===== src/rtl/sr_latch_sequencer.sv =====
// Sequences timed, non-overlapping S/R pulses into a NOR SR latch and verifies the result.
// Latency: write done at accept+PULSE_W+SETTLE+2, read done at accept+SETTLE+2 cycles.
// Backpressure: cmd_ready is high only in IDLE; one command in flight at a time.
module sr_latch_sequencer #(
    parameter int PULSE_W = 4,
    parameter int SETTLE  = 3,
    parameter int ERR_W   = 4
) (
    input  logic             clk,
    input  logic             rst_n,
    input  logic             cmd_valid,
    input  logic [1:0]       cmd_op,
    output logic             cmd_ready,
    output logic             latch_s,
    output logic             latch_r,
    input  logic             latch_q,
    input  logic             latch_qn,
    output logic             done,
    output logic             q_state,
    output logic             fault,
    output logic [ERR_W-1:0] err_cnt,
    input  logic             clr_err
);

    typedef enum logic [2:0] {
        S_INIT,
        S_IDLE,
        S_PULSE,
        S_SETTLE,
        S_CHECK
    } state_t;

    localparam logic [1:0] OP_READ   = 2'b00;
    localparam logic [1:0] OP_SET    = 2'b01;
    localparam logic [1:0] OP_RESET  = 2'b10;
    localparam logic [1:0] OP_TOGGLE = 2'b11;

    localparam int CNT_MAX = (PULSE_W > SETTLE) ? PULSE_W : SETTLE;
    localparam int CNT_W   = $clog2(CNT_MAX + 1);
    localparam logic [CNT_W-1:0] PULSE_LD  = CNT_W'(PULSE_W - 1);
    localparam logic [CNT_W-1:0] SETTLE_LD = CNT_W'(SETTLE - 1);

    state_t           state, state_nxt;
    logic [CNT_W-1:0] cnt, cnt_nxt;
    logic [1:0]       op_q, op_nxt;
    logic             target_q, target_nxt;
    logic             init_q, init_nxt;
    logic             s_nxt, r_nxt, done_nxt, q_state_nxt;
    logic             tgt;
    logic [1:0]       q_sync, qn_sync;
    logic             qs, qns;
    logic             fault_ev;

    assign qs  = q_sync[1];
    assign qns = qn_sync[1];

    // Q/Qn come straight from the analog latch and may be metastable.
    always_ff @(posedge clk or negedge rst_n) begin
        if (!rst_n) begin
            q_sync  <= 2'b00;
            qn_sync <= 2'b00;
        end else begin
            q_sync  <= {q_sync[0], latch_q};
            qn_sync <= {qn_sync[0], latch_qn};
        end
    end

    always_ff @(posedge clk or negedge rst_n) begin
        if (!rst_n) begin
            state    <= S_INIT;
            cnt      <= '0;
            op_q     <= OP_READ;
            target_q <= 1'b0;
            init_q   <= 1'b0;
            latch_s  <= 1'b0;
            latch_r  <= 1'b0;
            done     <= 1'b0;
            q_state  <= 1'b0;
        end else begin
            state    <= state_nxt;
            cnt      <= cnt_nxt;
            op_q     <= op_nxt;
            target_q <= target_nxt;
            init_q   <= init_nxt;
            latch_s  <= s_nxt;
            latch_r  <= r_nxt;
            done     <= done_nxt;
            q_state  <= q_state_nxt;
        end
    end

    always_comb begin
        state_nxt   = state;
        cnt_nxt     = cnt;
        op_nxt      = op_q;
        target_nxt  = target_q;
        init_nxt    = init_q;
        s_nxt       = latch_s;
        r_nxt       = latch_r;
        done_nxt    = 1'b0;
        q_state_nxt = q_state;
        cmd_ready   = 1'b0;
        tgt         = target_q;

        case (state)
            // Power-up behaves like a silent reset command so the latch starts known.
            S_INIT: begin
                op_nxt     = OP_RESET;
                target_nxt = 1'b0;
                init_nxt   = 1'b1;
                s_nxt      = 1'b0;
                r_nxt      = 1'b1;
                cnt_nxt    = PULSE_LD;
                state_nxt  = S_PULSE;
            end
            S_IDLE: begin
                cmd_ready = 1'b1;
                if (cmd_valid) begin
                    case (cmd_op)
                        OP_SET:    tgt = 1'b1;
                        OP_RESET:  tgt = 1'b0;
                        OP_TOGGLE: tgt = ~q_state;
                        default:   tgt = q_state;
                    endcase
                    op_nxt     = cmd_op;
                    target_nxt = tgt;
                    init_nxt   = 1'b0;
                    if (cmd_op == OP_READ) begin
                        cnt_nxt   = SETTLE_LD;
                        state_nxt = S_SETTLE;
                    end else begin
                        s_nxt     = tgt;
                        r_nxt     = ~tgt;
                        cnt_nxt   = PULSE_LD;
                        state_nxt = S_PULSE;
                    end
                end
            end
            S_PULSE: begin
                if (cnt == '0) begin
                    s_nxt     = 1'b0;
                    r_nxt     = 1'b0;
                    cnt_nxt   = SETTLE_LD;
                    state_nxt = S_SETTLE;
                end else begin
                    cnt_nxt = cnt - CNT_W'(1);
                end
            end
            S_SETTLE: begin
                if (cnt == '0) begin
                    state_nxt = S_CHECK;
                end else begin
                    cnt_nxt = cnt - CNT_W'(1);
                end
            end
            S_CHECK: begin
                done_nxt    = ~init_q;
                q_state_nxt = qs;
                state_nxt   = S_IDLE;
            end
            default: begin
                s_nxt     = 1'b0;
                r_nxt     = 1'b0;
                state_nxt = S_INIT;
            end
        endcase
    end

    assign fault_ev = (state == S_CHECK) &&
                      ((qs == qns) || ((op_q != OP_READ) && (qs != target_q)));

    // A fault in the same cycle as clr_err restarts the count at one.
    always_ff @(posedge clk or negedge rst_n) begin
        if (!rst_n) begin
            fault   <= 1'b0;
            err_cnt <= '0;
        end else if (fault_ev) begin
            fault <= 1'b1;
            if (clr_err)
                err_cnt <= ERR_W'(1);
            else if (!(&err_cnt))
                err_cnt <= err_cnt + ERR_W'(1);
        end else if (clr_err) begin
            fault   <= 1'b0;
            err_cnt <= '0;
        end
    end

endmodule


===== config.mk =====
export PLATFORM = sky130hd
export DESIGN_NAME = sr_latch_sequencer
export DESIGN_NICKNAME = d
export VERILOG_FILES = /design/src/rtl/sr_latch_sequencer.sv
export SDC_FILE = /design/constraint.sdc
export NUM_CORES = 1
export LEC_CHECK = 0
export BUFFER_PORTS_ARGS = -buffer_cell sky130_fd_sc_hd__buf_2
export CAP_MARGIN = 10
export CORE_AREA = 5 5 67 45
export DETAILED_ROUTE_END_ITERATION = 8
export DIE_AREA = 0 0 72 50
export PLACE_DENSITY = 0.7
export SLEW_MARGIN = 25
export SYNTH_ARGS = -nofsm -noshare
export SYNTH_HDL_FRONTEND = slang
export SYNTH_SLANG_ARGS = --single-unit
export TNS_END_PERCENT = 10

===== constraint.sdc =====
create_clock -name clk -period 4.9 [get_ports clk]
set_input_delay 0.98 -clock clk [delete_from_list [all_inputs] [get_ports clk]]
set_output_delay 0.98 -clock clk [all_outputs]
set_load 0.1 [all_outputs]

; Word-level counts from Yosys, hierarchy flattened
; Index checks and enable logic that the tools add are counted.
[classes]
n_reduce_logical = 17
n_addsub = 2
n_eq_ne = 15
n_bitwise = 4
mux = 34
[op_table]
columns = operator, n
row1 = $mux 3, 6
row2 = $mux 4, 4
row3 = $mux 1, 15
row4 = $pmux 3 s5, 1
row5 = $ne 2x2->1 const B, 6
row6 = $pmux 3 s4, 1
row7 = $reduce_and 4->1, 2
row8 = $eq 3x2->1 const B, 2
row9 = $logic_not 3->1, 2
row10 = $pmux 1 s3, 2
row11 = $reduce_and 3->1, 2
row12 = $reduce_bool 2->1, 3
row13 = $add 4x1->4 const B, 1
row14 = $eq 2x2->1 const B, 2
row15 = $not 1->1, 4
row16 = $pmux 1 s2, 2
row17 = $pmux 1 s4, 1
row18 = $pmux 2 s2, 1
row19 = $reduce_and 2->1, 2
row20 = $reduce_bool 4->1, 1
row21 = $eq 3x1->1 const B, 1
row22 = $eq 3x3->1 const B, 1
row23 = $sub 3x1->3 const B, 1
row24 = $eq 2x1->1 const B, 1
row25 = 7 further kinds, 8
[word_totals]
inputBits = 8
output_inout_bits = 10
register_bits = 23
elab_cells = 85

; Depth between registers and ports, before layout
; Gate-level depths: netlist of run 1.
[depth]
word_depth = 8
depth_mapped = 6
ltp_nobuf = 6

; Worst setup path before layout of run 1
; Ideal clock, no wire load.
[synth_timing]
path_type = flip-flop to output port
from = reg state[1]
to = out cmd_ready
path_stages_with_launch = 4
required_ps = 3920
path_buffers = 1
t_arrival_ps = 1559
path_slack_ps = 2361
path_cell_list = dfrtp_1 -> clkbuf_1 -> nor2_1 -> and2_1
[synth_via]
elab_chain_cells = 2
[synth_rtl]
columns = item, line
row1 = from (decl), 43  ; state_t state, state_nxt;
row2 = from (signal assigned), 80  ; state <= state_nxt;
row3 = $eq 3x1->1, 105  ; case (state)
row4 = $mux 1, 105
row5 = to (decl), 13  ; output logic cmd_ready,
; Every way passes these cells.

; Final worst setup path of run 1
; Same ends and word-level chain as after synthesis.

==> results.ini, run 1 <==
[critical_path]
start_kind=register
worst_path_largest_cell_delay_ns=0.52
worstSetupPathType=reg2out
path_cells=nor2_1 > and2_1 > buf_2
arrival_ns=1.71
crit_required_ns=3.92
cp_slowest_cell=dfrtp_1
cp-end-kind=primary output
crit_fanout=13

[cts]
cts_hold_buf=0
cts_max_level=1
cts_tree=built
clk_pin_slew_ns=0.08
cts_resized=0
cts_sinks=23
numCtsBuffers=3
clock_latency_ns=0.26
clk_path_buf_depth=2
cts_setup_buffers=0
clk_root_buffer_cell=clkbuf_8

[place]
hpwl_um=1600
portBuffers=17
dp.cells=157
gp_congestion=0.851
placed_area_um2=1220

[final_layout]
drive_above_1_share_pct=18.6
area_delta_synth_final_pct=14.8
finalNonFillerCells=161
final_cell_area_um2=1260
fill_cells=220
diodes=0
layout_common_cells=dfrtp_1, buf_2, nand2_1
nets=141
final_common_cell=dfrtp_1

[synthesis]
ys_warn_count=0
synthArstFlopShare_pct=100
syn_nets=122
synth_area_um2=1100
ys_seq_area_share_pct=52.2
synthFlopType=dfrtp_1
synth_edf_count=0
syn_avg_cell_area_um2=9.93
ys_ff_latch=23
ys_types=36
postSynthCellCount=111

[floorplanning]
initial_core_util_pct=47.0
core_um2=2350
die_h_um=50
io_pins=18
fp.dieArea_um2=3600
rows=14
die_x_um=72

[sta]
maxSlewViolCount=0
rsz0062_at_grt=false
fin_crit_ns=2.69
tns_ns=0
hold_ws_ns=0.356
setup_viol=0
tightestPinTransition_ns=0.492
fin_worst_skew_ns=0.00118
max_freq_mhz=371
timing.final.crit_share_pct=54.9
final-hold-violation-count=0
slew_headroom_pct=67.2

[pwr]
power_uw=769
vdd_ir_drop_max_v=0.000490
p_leak_nw=0.596
power.density_nw_per_um2=608

[detailed_routing]
num_vias=869
drt-total-wl_um=2110
vias_per_cell=5.40
route.detailed.drc=0
drt_iter0_drc=64
detail_route.first_pass.iterations=4
wire_per_inst_um=13.1
ant_nets=0

[global_routing]
grt_pass1_vias=810
grt_pass1_wl_um=3670
grt_usage_pct=12.9
grt_overflow=0
grt_max_degree=24
antenna_found_initial=0

[hold_path]
hold_class=reg2reg

[run]
maxCapViolations=0

[status]
outcome=completed

## final timing paths
kind	startpoint	end	slack [ns]	cells after the start
max	state[1]	cmd_ready	2.21	3
min	q_sync[0]	q_sync[1]	0.36	0
max reg2reg	cnt[0]	latch_s	3.05	6
min reg2reg	q_sync[0]	q_sync[1]	0.36	0
max in group asynchronous	rst_n	done	3.90	1
min in group asynchronous	rst_n	state[1]	0.67	1
## registers in the layout, indices dropped and copies added (netlist names)
signal,count
err_cnt,4
cnt,3
state,3
op_q,2
q_sync,2
qn_sync,2
done,1
fault,1
init_q,1
latch_r,1
latch_s,1
q_state,1
target_q,1
## power breakdown
part	internal [mW]	total, mW	switching (mW)
registers	0.244	0.313	0.0689
logic	0.123	0.340	0.217
clock network	0.0575	0.116	0.0589
## through the flow
step / setup slack (ns) / util [%]
4_1_cts: 2.24 / 53.9
3_5_place_dp: 2.54 / 51.8
3_3_place_gp: 2.59 / 51.8
6_report: 2.21 / 53.9
5_1_grt: 2.13 / 53.9
2_1_floorplan: 2.36 / -
## cell type report
type                    count  area [um^2]  share of cell area [%]
multi-input cells          79          493                    39.0
well taps                  32         40.0                    3.17
inverters                   6         22.5                    1.78
flip-flops and latches     23          576                    45.5
clock inverters             1         7.51                   0.593
repair buffers             17         85.1                    6.73
clock buffers               3         41.3                    3.26
## cells by family (layout without fill, tap and decap cells)
| family | count (synthesis) | count (layout) | share of synthesized area (%) |
|---|---|---|---|
| flip-flops | 23 | 23 | 52.2 |
| buffers and inverters | 9 | 27 | 3.06 |
| AO/OA/AOI/OAI | 35 | 35 | 20.8 |
| adder cells (fa/ha/maj) | 3 | 3 | 3.41 |
| AND/OR/NAND/NOR | 39 | 39 | 18.6 |
| multiplexers | 2 | 2 | 1.93 |
## per-layer routing
layer / vias up / track usage [%] / share of wire, %
met1: 400 / 18.2 / 50
met2: 29 / 18.9 / 43
met5: - / 0 / 0
li1: 437 / - / -
met4: 0 / 1.88 / 0.52
met3: 3 / 5.27 / 7.0
## synthesized netlist by cell type, drive strengths merged (2+ instances only)
library cell / count / area share [%]
dfrtp: 23 / 52
nand2: 12 / 4.1
a21oi: 9 / 4.1
o21ai: 9 / 4.1
nor2: 8 / 2.7
inv: 6 / 2.0
nor2b: 6 / 3.4
a22o: 4 / 3.2
clkbuf: 3 / 1.0
ha: 3 / 3.4
a22oi: 2 / 1.4
a31o: 2 / 1.6
nand3: 2 / 0.91
nor3b: 2 / 1.8
o22ai: 2 / 1.1
## critical path, delay by kind of cell (launching register included)
family        cells  cell delay (ns)
buf+inv           1             0.44
flops             1             0.52
simple gates      2             0.49
(Power assumes the default switching activity.)
==> run 2: changes to the inputs <==
- clock period: 4.9 -> 2.7 ns (I/O delays scaled with it)
==> run 2 against run 1 <==
Net effect:
- worst setup slack got worse by 1.8 ns
- highest routed layer unchanged
- non-clock buffer count did not move
- clock power rose by 85%
- register-to-register slack got worse by 2.3 ns
- first-iteration DRC count fell by 19%
- sequential power rose by 82%
- wire length rose by 12%
- cell count did not move
==> results.ini, run 2 (synthesis results as in run 1) <==
[pwr]
vdd_ir_drop_max_v=0.000697
clockPowerShare_pct=15.3
p_leak_nw=0.596
pwr-share-comb_pct=44.2
power.switching_uw=637
power_mw=1.41
switching_share_pct=45.3
p_seq_share_pct=40.6
intPower_uw=769
power.density_nw_per_um2=1110

[final_layout]
largest_reg_flops=4
layout_common_cells=dfrtp_1, buf_2, nand2_1
nets=141
reg.largest.list=err_cnt x4, cnt x3, state x3
final_common_cell=dfrtp_1
top_register=err_cnt
area_delta_synth_final_pct=14.8
drive_above_1_share_pct=18.6
diodes=0

[critical_path]
crit_buf_inv=1
crit_start=state[1]
r2r-start=cnt[0]
path_cells=nor2_1 > and2_1 > buf_2
cp_slowest_cell=dfrtp_1
worstSetupPathType=reg2out
crit_required_ns=2.16
worst_path_largest_cell_delay_ns=0.53
critPathTopFamily=flip-flops
cp-end-kind=primary output
arrival_ns=1.72
start_kind=register
crit_fanout=13

[detailed_routing]
route.detailed.drc=0
wire_per_inst_um=14.7
vias_per_cell=5.57
drt_iter0_drc=52
num_vias=896
detail_route.first_pass.iterations=4
drt-total-wl_um=2360
ant_nets=0

[floorplanning]
core_um2=2350
rows=14
die_h_um=50
die_x_um=72
io_pins=18
fp.dieArea_um2=3600
initial_core_util_pct=47.0

[cts]
clock_latency_ns=0.26
cts_resized=0
clk_path_buf_depth=2
numCtsBuffers=3
cts_setup_buffers=0
cts_max_level=1
clk_pin_slew_ns=0.08
cts_sinks=23
clk_root_buffer_cell=clkbuf_8
cts_tree=built
cts_hold_buf=0

[global_routing]
use_met2_pct=22.9
grt_overflow=0
use_met3_pct=5.48
grt_most_used_layer=met2
grt_pass1_wl_um=4080
grt_usage_pct=14.8
grt_pass1_vias=851
grt_use_met1_pct=19.2
grt_max_degree=24
antenna_found_initial=0

[place]
gp_congestion=0.823
hpwl_um=1800
portBuffers=17

[sta]
tightestPinTransition_ns=0.505
final-hold-violation-count=0
setup_viol=0
fin_crit_ns=2.26
slew_headroom_pct=66.3
timing.final.crit_share_pct=83.6
maxSlewViolCount=0
tns_ns=0
max_freq_mhz=443
fin_worst_skew_ns=0.00273
rsz0062_at_grt=false

[hold_path]
hold_class=in2async

[status]
outcome=completed

[run]
maxCapViolations=0

-- run 2: cell counts in the layout (fill, tap and decap cells not counted) --
Identical to the previous run, type by type.
-- run 2: final timing paths --
| kind | endpoint | slack [ns] | depth (start not counted) |
|---|---|---|---|
| min in group clk | q_sync[1] | 0.35 | 0 |
| hold reg to reg | q_sync[1] | 0.35 | 0 |
| max in group asynchronous | q_state | 2.13 | 1 |
| setup / recovery | cmd_ready | 0.44 | 3 |
| setup reg to reg | latch_s | 0.80 | 6 |
| hold / removal | cnt[1] | 0.23 | 1 |
-- run 2: power by group through the flow --
stage | clock (mW) | combinational (mW) | sequential (mW)
detailed placement | 0 | 0.624 | 0.574
CTS | 0.227 | 0.624 | 0.567
global route | 0.243 | 0.679 | 0.592
floorplan | 0 | 0.409 | 0.653
finish | 0.215 | 0.621 | 0.571
global placement | 0 | 0.607 | 0.567
-- run 2: per-layer routing --
| layer | up-vias | part of all wire [%] | wire length (um) |
|---|---|---|---|
| met3 | 4 | 6.6 | 156 |
| met1 | 424 | 46 | 1100 |
| met5 | - | 0 | 0 |
| met4 | 0 | 1.1 | 27 |
| met2 | 31 | 46 | 1080 |
| li1 | 437 | - | - |
-- run 2: layout make-up --
class	count	area (um^2)
clock buffer	3	41.3
clock inverter	1	7.51
fill	228	1080
inverter	6	22.5
multi-input combinational	79	493
sequential	23	576
tap	32	40.0
timing repair buffer	17	85.1
-- run 2: worst reg2reg max path, cell delays in order, from the launching register on --
cell	delay (ns)
dfrtp_1	0.38
inv_1	0.09
ha_1	0.19
or3b_1	0.42
a22oi_1	0.33
o21ai_1	0.15
a32o_1	0.23
-- run 2: per-stage QoR --
| step | utilization (%) | cells | hold slack [ns] | instance area [um^2] | setup WS [ns] |
|---|---|---|---|---|---|
| 2_1_floorplan | - | 111 | 0.244 | 1100 | 0.601 |
| 3_3_place_gp | 51.8 | 157 | 0.332 | 1220 | 0.829 |
| 3_5_place_dp | 51.8 | 157 | 0.336 | 1220 | 0.755 |
| 4_1_cts | 53.9 | 161 | 0.242 | 1260 | 0.443 |
| 5_1_grt | 53.9 | 161 | 0.258 | 1260 | 0.351 |
| 6_report | 53.9 | 161 | 0.233 | 1260 | 0.443 |
==> run 3: changes to the inputs <==
- clock period: 2.7 -> 2.29 ns (I/O delays scaled with it)
==> run 3 against run 2 <==
Net effect:
- clock-buffer cell count did not move
- sequential power up 18%
- register-to-register slack got worse by 0.31 ns
- power rose by 17%
- sequential share of layout area shrank 0.27 points
- via count shrank 5.9%
- critical path depth unchanged
- worst setup slack lost 0.27 ns
- clock skew is 0.0035 ns higher
==> results.ini, run 3 (synthesis results as in run 1) <==
[status]
outcome=completed

[cts]
clk_pin_slew_ns=0.09
cts_setup_buffers=0
cts_resized=0
cts_hold_buf=0
clk_root_buffer_cell=clkbuf_8
numCtsBuffers=3
cts_tree=built
cts_sinks=23
cts_max_level=1
clock_latency_ns=0.26
clk_path_buf_depth=2

[sta]
timing.final.crit_share_pct=92.3
final-hold-violation-count=0
max_freq_mhz=473
tightestPinTransition_ns=0.504
hold_ws_ns=0.148
setup_viol=0
tns_ns=0
fin_worst_skew_ns=0.00618
maxSlewViolCount=0
setup_slack_ns=0.177
rsz0062_at_grt=false
slew_headroom_pct=66.4
fin_crit_ns=2.11

[pwr]
power.density_nw_per_um2=1290
p_leak_nw=0.601
power_mw=1.64
vdd_ir_drop_max_v=0.000718

[floorplanning]
die_x_um=72
rows=14
die_h_um=50
fp.dieArea_um2=3600
core_um2=2350
io_pins=18
initial_core_util_pct=47.0

[final_layout]
post-route-util_pct=54.2
area_delta_synth_final_pct=15.4
top_register=err_cnt
drive_above_1_share_pct=19.2
reg.largest.list=err_cnt x4, cnt x3, state x3
nets=142
diodes=0
layout_common_cells=dfrtp_1, buf_2, nand2_1
largest_reg_flops=4
final_common_cell=dfrtp_1

[place]
gp_congestion=0.778
portBuffers=17
hpwl_um=1610
pre_cts_ws_ns=0.474

[global_routing]
grt_max_degree=24
grt_pass1_vias=839
grt_pass1_wl_um=3840
grt_usage_pct=13.5
antenna_found_initial=0
grt_overflow=0

[critical_path]
path_cells=nor2_1 > and2_1 > buf_2
arrival_ns=1.65
crit_buf_inv=1
crit_fanout=13
critPathTopFamily=flip-flops
worst_path_largest_cell_delay_ns=0.52
worstSetupPathType=reg2out
cp-end-kind=primary output
start_kind=register
crit_required_ns=1.83
cp_slowest_cell=dfrtp_1

[detailed_routing]
vias_per_cell=5.20
drt_iter0_drc=70
drt-total-wl_um=2120
wire_per_inst_um=13.1
num_vias=843
route.detailed.drc=0
detail_route.first_pass.iterations=4
ant_nets=0

[hold_path]
hold_class=in2async

[run]
maxCapViolations=0

==> run 3: changes by cell type in the layout (fill, tap and decap cells not counted), sizes merged <==
cell,before,now
buf,17,18
==> run 3: per-layer routing <==
layer | track usage [%] | up-vias | part of all wire [%]
met2 | 19.2 | 18 | 42
li1 | - | 438 | -
met5 | 0 | - | 0
met3 | 5.27 | 0 | 5.2
met4 | 0.938 | 0 | 0
met1 | 20.0 | 387 | 52
==> run 3: report_power, final <==
group | switching [mW] | internal, mW
sequential | 0.150 | 0.522
combinational | 0.452 | 0.264
clock | 0.130 | 0.123
==> run 3: path summary, 6_finish.rpt <==
| kind | startpoint | end | slack, ns | cells after the start |
|---|---|---|---|---|
| setup / recovery | state[1] | cmd_ready | 0.18 | 3 |
| hold / removal | rst_n | cnt[1] | 0.15 | 1 |
| setup reg to reg | cnt[0] | cnt[0] | 0.49 | 5 |
| hold reg to reg | qn_sync[0] | qn_sync[1] | 0.36 | 0 |
| max in group asynchronous | rst_n | op_q[0] | 1.79 | 1 |
| min in group clk | latch_qn | qn_sync[0] | 0.30 | 1 |
==> run 3: through the flow <==
stage	cell area (um^2)	std cells
finish	1270	162
global placement	1220	158
floorplan	1100	111
detailed placement	1220	158
global route	1270	162
CTS	1270	162
==> run 3: layout make-up <==
| class | instances | area (um^2) |
|---|---|---|
| clock buffers | 3 | 41.3 |
| clock inverters | 1 | 7.51 |
| fillers | 215 | 1070 |
| inverters | 6 | 22.5 |
| multi-input cells | 79 | 493 |
| flip-flops and latches | 23 | 576 |
| well taps | 32 | 40.0 |
| repair buffers | 18 | 92.6 |
